**src/rtl/ntt_ctrl.sv**
```systemverilog
// Layer-by-layer sequencer for a 256-point NTT / inverse NTT over one butterfly.
// Issues read addresses, twiddle index and mode selects; write-back is the read stream delayed by WB_LAT.
module ntt_ctrl #(
    parameter int unsigned RD_LAT = 1,
    parameter int unsigned BF_LAT = 1
) (
    input  logic       clk_i,
    input  logic       rst_i,
    input  logic       start_i,
    input  logic       sel_red_i,
    input  logic       sel_butterfly_i,
    output logic       busy_o,
    output logic       done_o,
    output logic [2:0] layer_o,
    output logic       rd_en_o,
    output logic [7:0] rd_addr_a_o,
    output logic [7:0] rd_addr_b_o,
    output logic [7:0] twiddle_idx_o,
    output logic       sel_red_o,
    output logic       sel_butterfly_o,
    output logic       wr_en_o,
    output logic [7:0] wr_addr_a_o,
    output logic [7:0] wr_addr_b_o
);

    localparam int unsigned WB_LAT = RD_LAT + BF_LAT;

    typedef enum logic [1:0] {S_IDLE, S_RUN, S_DRAIN, S_DONE} state_t;

    state_t     state, state_nxt;
    logic [2:0] layer_nxt;
    logic [6:0] j, j_nxt;
    logic [3:0] dcnt, dcnt_nxt;
    logic       red_nxt, inv_nxt;
    logic       last_layer;

    logic [2:0] sh;
    logic [3:0] sh1;
    logic [7:0] len, grp, ofs, addr_a, addr_b, tw_idx;

    assign last_layer = (layer_o == (sel_red_o ? 3'd6 : 3'd7));

    always_comb begin
        state_nxt = state;
        layer_nxt = layer_o;
        j_nxt     = j;
        dcnt_nxt  = dcnt;
        red_nxt   = sel_red_o;
        inv_nxt   = sel_butterfly_o;
        case (state)
            S_IDLE: begin
                if (start_i) begin
                    state_nxt = S_RUN;
                    layer_nxt = '0;
                    j_nxt     = '0;
                    red_nxt   = sel_red_i;
                    inv_nxt   = sel_butterfly_i;
                end
            end
            S_RUN: begin
                if (j == 7'd127) begin
                    state_nxt = S_DRAIN;
                    dcnt_nxt  = '0;
                end else begin
                    j_nxt = j + 7'd1;
                end
            end
            S_DRAIN: begin
                if (dcnt == 4'(WB_LAT - 1)) begin
                    if (last_layer) begin
                        state_nxt = S_DONE;
                    end else begin
                        state_nxt = S_RUN;
                        layer_nxt = layer_o + 3'd1;
                        j_nxt     = '0;
                    end
                end else begin
                    dcnt_nxt = dcnt + 4'd1;
                end
            end
            S_DONE:  state_nxt = S_IDLE;
            default: state_nxt = S_IDLE;
        endcase
    end

    // Addresses are computed from the next-cycle counters so they can be registered alongside rd_en_o.
    always_comb begin
        sh = '0;
        if (!inv_nxt)
            sh = 3'd7 - layer_nxt;
        else if (red_nxt)
            sh = layer_nxt + 3'd1;
        else
            sh = layer_nxt;
        sh1    = {1'b0, sh} + 4'd1;
        len    = 8'd1 << sh;
        grp    = {1'b0, j_nxt} >> sh;
        ofs    = {1'b0, j_nxt} & (len - 8'd1);
        addr_a = (grp << sh1) + ofs;
        addr_b = addr_a + len;
        // 256/len - 1 equals 8'hFF >> log2(len)
        tw_idx = inv_nxt ? ((8'hFF >> sh) - grp) : ((8'd1 << (3'd7 - sh)) + grp);
    end

    always_ff @(posedge clk_i) begin
        if (rst_i) begin
            state           <= S_IDLE;
            j               <= '0;
            dcnt            <= '0;
            layer_o         <= '0;
            sel_red_o       <= 1'b0;
            sel_butterfly_o <= 1'b0;
            busy_o          <= 1'b0;
            done_o          <= 1'b0;
            rd_en_o         <= 1'b0;
            rd_addr_a_o     <= '0;
            rd_addr_b_o     <= '0;
            twiddle_idx_o   <= '0;
        end else begin
            state           <= state_nxt;
            j               <= j_nxt;
            dcnt            <= dcnt_nxt;
            layer_o         <= layer_nxt;
            sel_red_o       <= red_nxt;
            sel_butterfly_o <= inv_nxt;
            busy_o          <= (state_nxt != S_IDLE);
            done_o          <= (state_nxt == S_DONE);
            rd_en_o         <= (state_nxt == S_RUN);
            if (state_nxt == S_RUN) begin
                rd_addr_a_o   <= addr_a;
                rd_addr_b_o   <= addr_b;
                twiddle_idx_o <= tw_idx;
            end
        end
    end

    logic [16:0] wb_pipe [WB_LAT];

    always_ff @(posedge clk_i) begin
        if (rst_i) begin
            for (int unsigned i = 0; i < WB_LAT; i++)
                wb_pipe[i] <= '0;
        end else begin
            wb_pipe[0] <= {rd_en_o, rd_addr_a_o, rd_addr_b_o};
            for (int unsigned i = 1; i < WB_LAT; i++)
                wb_pipe[i] <= wb_pipe[i-1];
        end
    end

    assign {wr_en_o, wr_addr_a_o, wr_addr_b_o} = wb_pipe[WB_LAT-1];

endmodule

```
**config.mk**
```make
export PLATFORM = sky130hd
export DESIGN_NAME = ntt_ctrl
export DESIGN_NICKNAME = d
export VERILOG_FILES = /design/src/rtl/ntt_ctrl.sv
export SDC_FILE = /design/constraint.sdc
export NUM_CORES = 1
export LEC_CHECK = 0
export ABC_AREA = 1
export CORE_UTILIZATION = 42
export DETAILED_ROUTE_END_ITERATION = 7
export GPL_ROUTABILITY_DRIVEN = 0
export GPL_TIMING_DRIVEN = 0
export PLACE_DENSITY = 0.74
export SYNTH_ARGS = -nofsm -noshare
export SYNTH_HDL_FRONTEND = slang
export SYNTH_SLANG_ARGS = --single-unit
```
**constraint.sdc**
```tcl
create_clock -name clk_i -period 8.4 [get_ports clk_i]
set_input_delay 1.26 -clock clk_i [delete_from_list [all_inputs] [get_ports clk_i]]
set_output_delay 1.26 -clock clk_i [all_outputs]
set_load 0.02 [all_outputs]
```
==> out/metrics.cfg, run 1 <==
[status]
status = finished, violations left
violations = DRC

[floorplan]
coreArea_um2 = 11600
die_y_um = 112
ioPinCount = 54
initial_utilization_pct = 43.6
die_x_um = 112
die_area_um2 = 12400
num_rows = 39

[clock_network]
root_buffer = clkbuf_16
numCtsBuffers = 9
cts_resized = 0
cts_buffer_depth = 2
holdBufCountCts = 0
post-cts-setup-buffers = 0
cts_max_level = 3
cts_tree = built
clk_transition_reported_paths_ps = 70
clock_sinks = 79
clock_latency_ps = 340

[worst_setup_path]
critPathMostFrequentCell = nand2_1
crit_path_end = rd_addr_b_o[7]
reg2reg_depth = 35
endpoint_kind = register
worst-path-max-fanout = 9
critPathMaxStageDelay_ps = 580
cp.arrival_ps = 6640
criticalPathCategory = primary input to register
crit-reg2reg-launch = dcnt[1]
rrSetupSlack_ps = 2700
critPathSlowestCell = clkdlybuf4s50_1
worstSetupStartpointType = primary input
cp.required_ps = 8640
startpoint = start_i
r2r_end = rd_addr_b_o[7]

[timing]
hold_slack_ps = 401
fin_setup_tns_ps = 0
rsz0062_at_grt = no
min_period_ps = 6410
fin_skew_ps = 9.81
max_freq_mhz = 156
setup_ws_ps = 1990
slew_headroom_pct = 60.0
worstMarginPinSlew_ps = 600
fin_crit_sh_pct = 76.3
hold_violations = 0
report.final.setup_viol = 0
drv_slew = 0

[global_routing]
use_met2_pct = 31.0
grtUsageMet1_pct = 27.4
grt_max_degree = 17
grt_pass1_wl_um = 19900
grtUsageTotal_pct = 19.8
busiest_layer = met2
grt-ovfl-total = 0
antenna_found_initial = 0
grtUsageMet3_pct = 3.10
grt_pass1_vias = 4252

[cells_and_area]
final_common_cell = inv_1
mostFrequentLayoutCells = inv_1 (115), nand2_1 (114), nor2_1 (98)
drive_gt1_share_pct = 12.4
final_cell_area_um2 = 6050
final_nets = 830
syn_to_final_growth_pct = 20.1
diodes = 0

[placement]
dp_slack_ps = 1730
dp_hpwl_um = 9130
port-buffer-count = 52
place_area_um2 = 5740

[logic_synthesis]
syn_avg_cell_area_um2 = 6.98
yosys_most_used_dff = dfxtp_1
syn_area_um2 = 5040
ys_seq_elements = 79
synthDistinctLibCells = 42
synth_nets = 767
synth_warnings = 0
synth-seq-area-share_pct = 31.4
synth_edf_count = 0
synthArstFlopShare_pct = 0
synth_cells = 722

[drt]
drt-initial-drc-count = 372
ant_nets = 0
drt_wl_total_um = 11600
dr.pass1.iters = 7
viasPerCell = 4.90
vias = 4568
drc = 12
avgRoutedWirePerCell_um = 12.4

[job]
cap_violations = 0

[pwr]
power.leakage_nw = 2.99
powerDensity_nw_per_um2 = 207
peakVddDrop_mv = 0.119

[hold_path]
hp-class = register to register

worst max-delay path, delay by kind of cell:
family,cells,cell delay [ps]
buffers and inverters,8,1180
adder cells (fa/ha/maj),5,1470
AND/OR/NAND/NOR,15,1570
AO/OA/AOI/OAI,4,730
XOR/XNOR,2,420
metal layers:
| metal | part of all wire (%) | vias up |
|---|---|---|
| li1 | - | 2410 |
| met1 | 50 | 2035 |
| met2 | 43 | 110 |
| met3 | 5.1 | 13 |
| met4 | 1.7 | 0 |
| met5 | 0 | - |
how the worst min path moves through the flow:
stage                         startpoint              to  slack (ps)  cells after the start
after floorplan            wb_pipe[0][0]  wb_pipe[0][17]         390                      2
after global placement    wb_pipe[0][16]  wb_pipe[0][33]         390                      2
after detailed placement   wb_pipe[0][5]  wb_pipe[0][22]         390                      2
after CTS                  wb_pipe[0][7]  wb_pipe[0][24]         400                      2
after global routing      wb_pipe[0][16]  wb_pipe[0][33]         410                      2
final                     wb_pipe[0][10]  wb_pipe[0][27]         400                      2
state kept, by name, summed over array words and instances, names as in the netlist:
signal,count
rd_addr_b_o,8
rd_addr_a_o,8
twiddle_idx_o,8
layer_o,3
j,7
wb_pipe,34
dcnt,4
sel_butterfly_o,1
state,2
done_o,1
rd_en_o,1
sel_red_o,1
busy_o,1
synth_stat cells, types with 3 or more instances:
| cell type | count | share of area (%) |
|---|---|---|
| a211oi_1 | 3 | 0.45 |
| a21oi_1 | 52 | 5.2 |
| a31oi_1 | 4 | 0.50 |
| buf_4 | 16 | 2.4 |
| buf_6 | 5 | 1.1 |
| clkbuf_1 | 8 | 0.60 |
| dfxtp_1 | 79 | 31 |
| fa_1 | 3 | 1.2 |
| ha_1 | 37 | 9.2 |
| inv_1 | 115 | 8.6 |
| inv_2 | 11 | 0.82 |
| nand2_1 | 114 | 8.5 |
| nand2_2 | 15 | 1.9 |
| nand2_4 | 6 | 1.3 |
| nand3_1 | 55 | 5.5 |
| nand3_2 | 14 | 2.8 |
| nand4_1 | 5 | 0.62 |
| nor2_1 | 98 | 7.3 |
| nor2_2 | 4 | 0.50 |
| nor2_4 | 3 | 0.67 |
| nor3_1 | 7 | 0.70 |
| o211ai_1 | 3 | 0.45 |
| o21ai_0 | 26 | 2.6 |
| o21ai_1 | 3 | 0.30 |
| o22a_1 | 4 | 0.70 |
| xnor2_1 | 5 | 0.87 |
| xor2_1 | 7 | 1.2 |
report_power, final:
group	switching (mW)	total, mW	internal [mW]
combinational	0.254	0.417	0.164
sequential	0.0167	0.429	0.412
clock	0.171	0.407	0.236
metrics by stage:
| stage | util [%] | std cells | power, mW |
|---|---|---|---|
| finish | 52.3 | 933 | 1.25 |
| global route | 52.3 | 933 | 1.33 |
| CTS | 52.3 | 933 | 1.26 |
| detailed placement | 49.6 | 917 | 0.849 |
| global placement | 49.6 | 917 | 0.842 |
| floorplan | - | 722 | 0.727 |
area by class of cell:
type                            instances  area, µm²
Fill cell                            1117       5510
Multi-Input combinational cell        482       2750
Sequential cell                        79       1580
Timing Repair Buffer                   52        520
Inverter                              128        480
Clock buffer                            9        225
Buffer                                 33        224
Tap cell                              143        179
Clock inverter                          7       88.8
kinds of logic after synthesis:
family	Yosys count	synth area share, %
buffers and inverters	161	14.0
adders and majority gates	40	10.4
and+or+nand+nor	327	30.8
xor gates and xnor gates	12	2.09
AOI/OAI and AO/OA	103	11.4
DFF	79	31.4
Note: power is estimated with default switching activity, not from simulation.
==> run 2, diff against run 1 <==
==> constraint.sdc (replaced) <==
create_clock -name clk_i -period 5.9 [get_ports clk_i]
set_input_delay 0.885 -clock clk_i [delete_from_list [all_inputs] [get_ports clk_i]]
set_output_delay 0.885 -clock clk_i [all_outputs]
set_load 0.02 [all_outputs]
==> run 2 against run 1 <==
Compared with the run above: largest power group unchanged; critical endpoint unchanged; routed wire length increased by 0.28%; die area unchanged; worst setup slack got worse by 1500 ps; total power increased by 43%; the flow still finishes with violations (DRC).
==> out/metrics.cfg, run 2 (synthesis gave the netlist of run 1 again) <==
[timing]
fin_setup_tns_ps = 0  ; unchanged
hold_slack_ps = 401  ; about the same
worstMarginPinSlew_ps = 601  ; was 600 ps
min_period_ps = 5420
slew_headroom_pct = 59.9  ; was 60.0%
max_freq_mhz = 184
fin_skew_ps = 10.2  ; was 9.81 ps
fin_crit_sh_pct = 91.9
rsz0062_at_grt = no  ; unchanged
drv_slew = 0  ; unchanged
report.final.setup_viol = 0  ; unchanged
hold_violations = 0  ; unchanged

[cells_and_area]
final_util_pct = 52.5  ; was 52.3%
drive_gt1_share_pct = 12.8  ; was 12.4%
largest_reg_flops = 34  ; unchanged
fin_cells = 933  ; unchanged
regMostFlops = wb_pipe  ; unchanged
syn_to_final_growth_pct = 20.5  ; was 20.1%
final_common_cell = inv_1  ; unchanged
nFillCells = 1112  ; was 1117
diodes = 0  ; unchanged
mostFrequentLayoutCells = inv_1 (115), nand2_1 (113), nor2_1 (98)  ; was inv_1 (115), nand2_1 (114), nor2_1 (98)
final_nets = 830  ; unchanged

[placement]
placed_cells = 917  ; unchanged
port-buffer-count = 52  ; unchanged
dp_hpwl_um = 9130  ; unchanged

[global_routing]
grt-ovfl-total = 0  ; unchanged
grt_max_degree = 17  ; unchanged
grtUsageTotal_pct = 19.8  ; about the same
grt_pass1_vias = 4258  ; was 4252
antenna_found_initial = 0  ; unchanged
grt_pass1_wl_um = 19900  ; about the same

[clock_network]
numCtsBuffers = 9  ; unchanged
clock_latency_ps = 340  ; about the same
cts_buffer_depth = 2  ; unchanged
clk_transition_reported_paths_ps = 70  ; about the same
clock_sinks = 79  ; unchanged
root_buffer = clkbuf_16  ; unchanged
post-cts-setup-buffers = 0  ; unchanged
cts_max_level = 3  ; unchanged
cts_tree = built  ; unchanged
holdBufCountCts = 0  ; unchanged

[drt]
avgRoutedWirePerCell_um = 12.5  ; was 12.4 µm
ant_nets = 0  ; unchanged
drc = 12  ; unchanged
vias = 4619  ; was 4568
drt_wl_total_um = 11600  ; about the same
drt-initial-drc-count = 356  ; was 372
viasPerCell = 4.95  ; was 4.90
dr.pass1.iters = 8  ; was 7

[worst_setup_path]
criticalPathCategory = register to register  ; was primary input to register
cp.arrival_ps = 5660  ; was 6640 ps
endpoint_kind = register  ; unchanged
cp.required_ps = 6140  ; was 8640 ps
rrSetupSlack_ps = 480  ; was 2700 ps
worst-path-max-fanout = 9  ; unchanged
critPathSlowestCell = fa_1  ; was clkdlybuf4s50_1
critPathMaxStageDelay_ps = 430  ; was 580 ps
worstSetupStartpointType = register  ; was primary input

[job]
cap_violations = 0  ; unchanged

[status]
violations = DRC  ; unchanged
status = finished, violations left  ; unchanged

[floorplan]
die_x_um = 112  ; unchanged
ioPinCount = 54  ; unchanged
coreArea_um2 = 11600  ; unchanged
die_area_um2 = 12400  ; unchanged
die_y_um = 112  ; unchanged
initial_utilization_pct = 43.6  ; unchanged
num_rows = 39  ; unchanged

[pwr]
power.leakage_nw = 3.00  ; was 2.99 nW
peakVddDrop_mv = 0.169  ; was 0.119 mV
powerDensity_nw_per_um2 = 295  ; was 207 nW/µm²

[hold_path]
hp-class = register to register  ; unchanged

## run 2: path summary, 6_finish.rpt
kind,to,start,cells past startpoint
worst max-delay path,rd_addr_b_o[7],dcnt[1],35
worst min-delay path,wb_pipe[0][27],wb_pipe[0][10],2
worst max register to register,rd_addr_b_o[7],dcnt[1],35
worst min register to register,wb_pipe[0][27],wb_pipe[0][10],2
## run 2: final cells by class
| class | instances | area (µm²) | share of cell area [%] |
|---|---|---|---|
| Multi-Input combinational cell | 482 | 2770 | 45.6 |
| Tap cell | 143 | 179 | 2.95 |
| Inverter | 128 | 480 | 7.91 |
| Sequential cell | 79 | 1580 | 26.0 |
| Clock inverter | 7 | 88.8 | 1.46 |
| Timing Repair Buffer | 52 | 523 | 8.61 |
| Buffer | 33 | 224 | 3.69 |
| Clock buffer | 9 | 225 | 3.71 |
## run 2: report_power, final
| group | switching (mW) | internal, mW |
|---|---|---|
| Clock | 0.245 | 0.337 |
| Sequential | 0.0239 | 0.587 |
| Combinational | 0.363 | 0.234 |
## run 2: worst max-delay path: cells and delay by family, from the launching register on
kind,cells,cell delay [ps]
AND/OR/NAND/NOR,16,1780
adder cells (fa/ha/maj),6,1660
buffers and inverters,7,620
AO/OA/AOI/OAI,4,540
XOR/XNOR,2,420
flip-flops,1,310
## run 2: what timing repair did
| item | CTS | global route |
|---|---|---|
| gates resized for setup | 1 | 6 |
| setup endpoints to repair | 1 | 2 |
| hold endpoints to repair | 0 | 0 |
## run 2: through the flow
step / area (µm²) / setup slack, ps / power (mW)
floorplan: 5040 / 1040 / 1.03
global placement: 5740 / -333 / 1.20
detailed placement: 5740 / -397 / 1.21
CTS: 6050 / 39.4 / 1.79
global route: 6070 / 28.1 / 1.89
finish: 6070 / 479 / 1.79
## run 2: metal layers
metal | global-route usage (%) | vias up | share of wire, %
met5 | 0 | - | 0
met4 | 7.12 | 0 | 1.6
met3 | 3.10 | 12 | 4.9
met2 | 31.1 | 112 | 43
met1 | 27.4 | 2082 | 50
li1 | - | 2413 | -
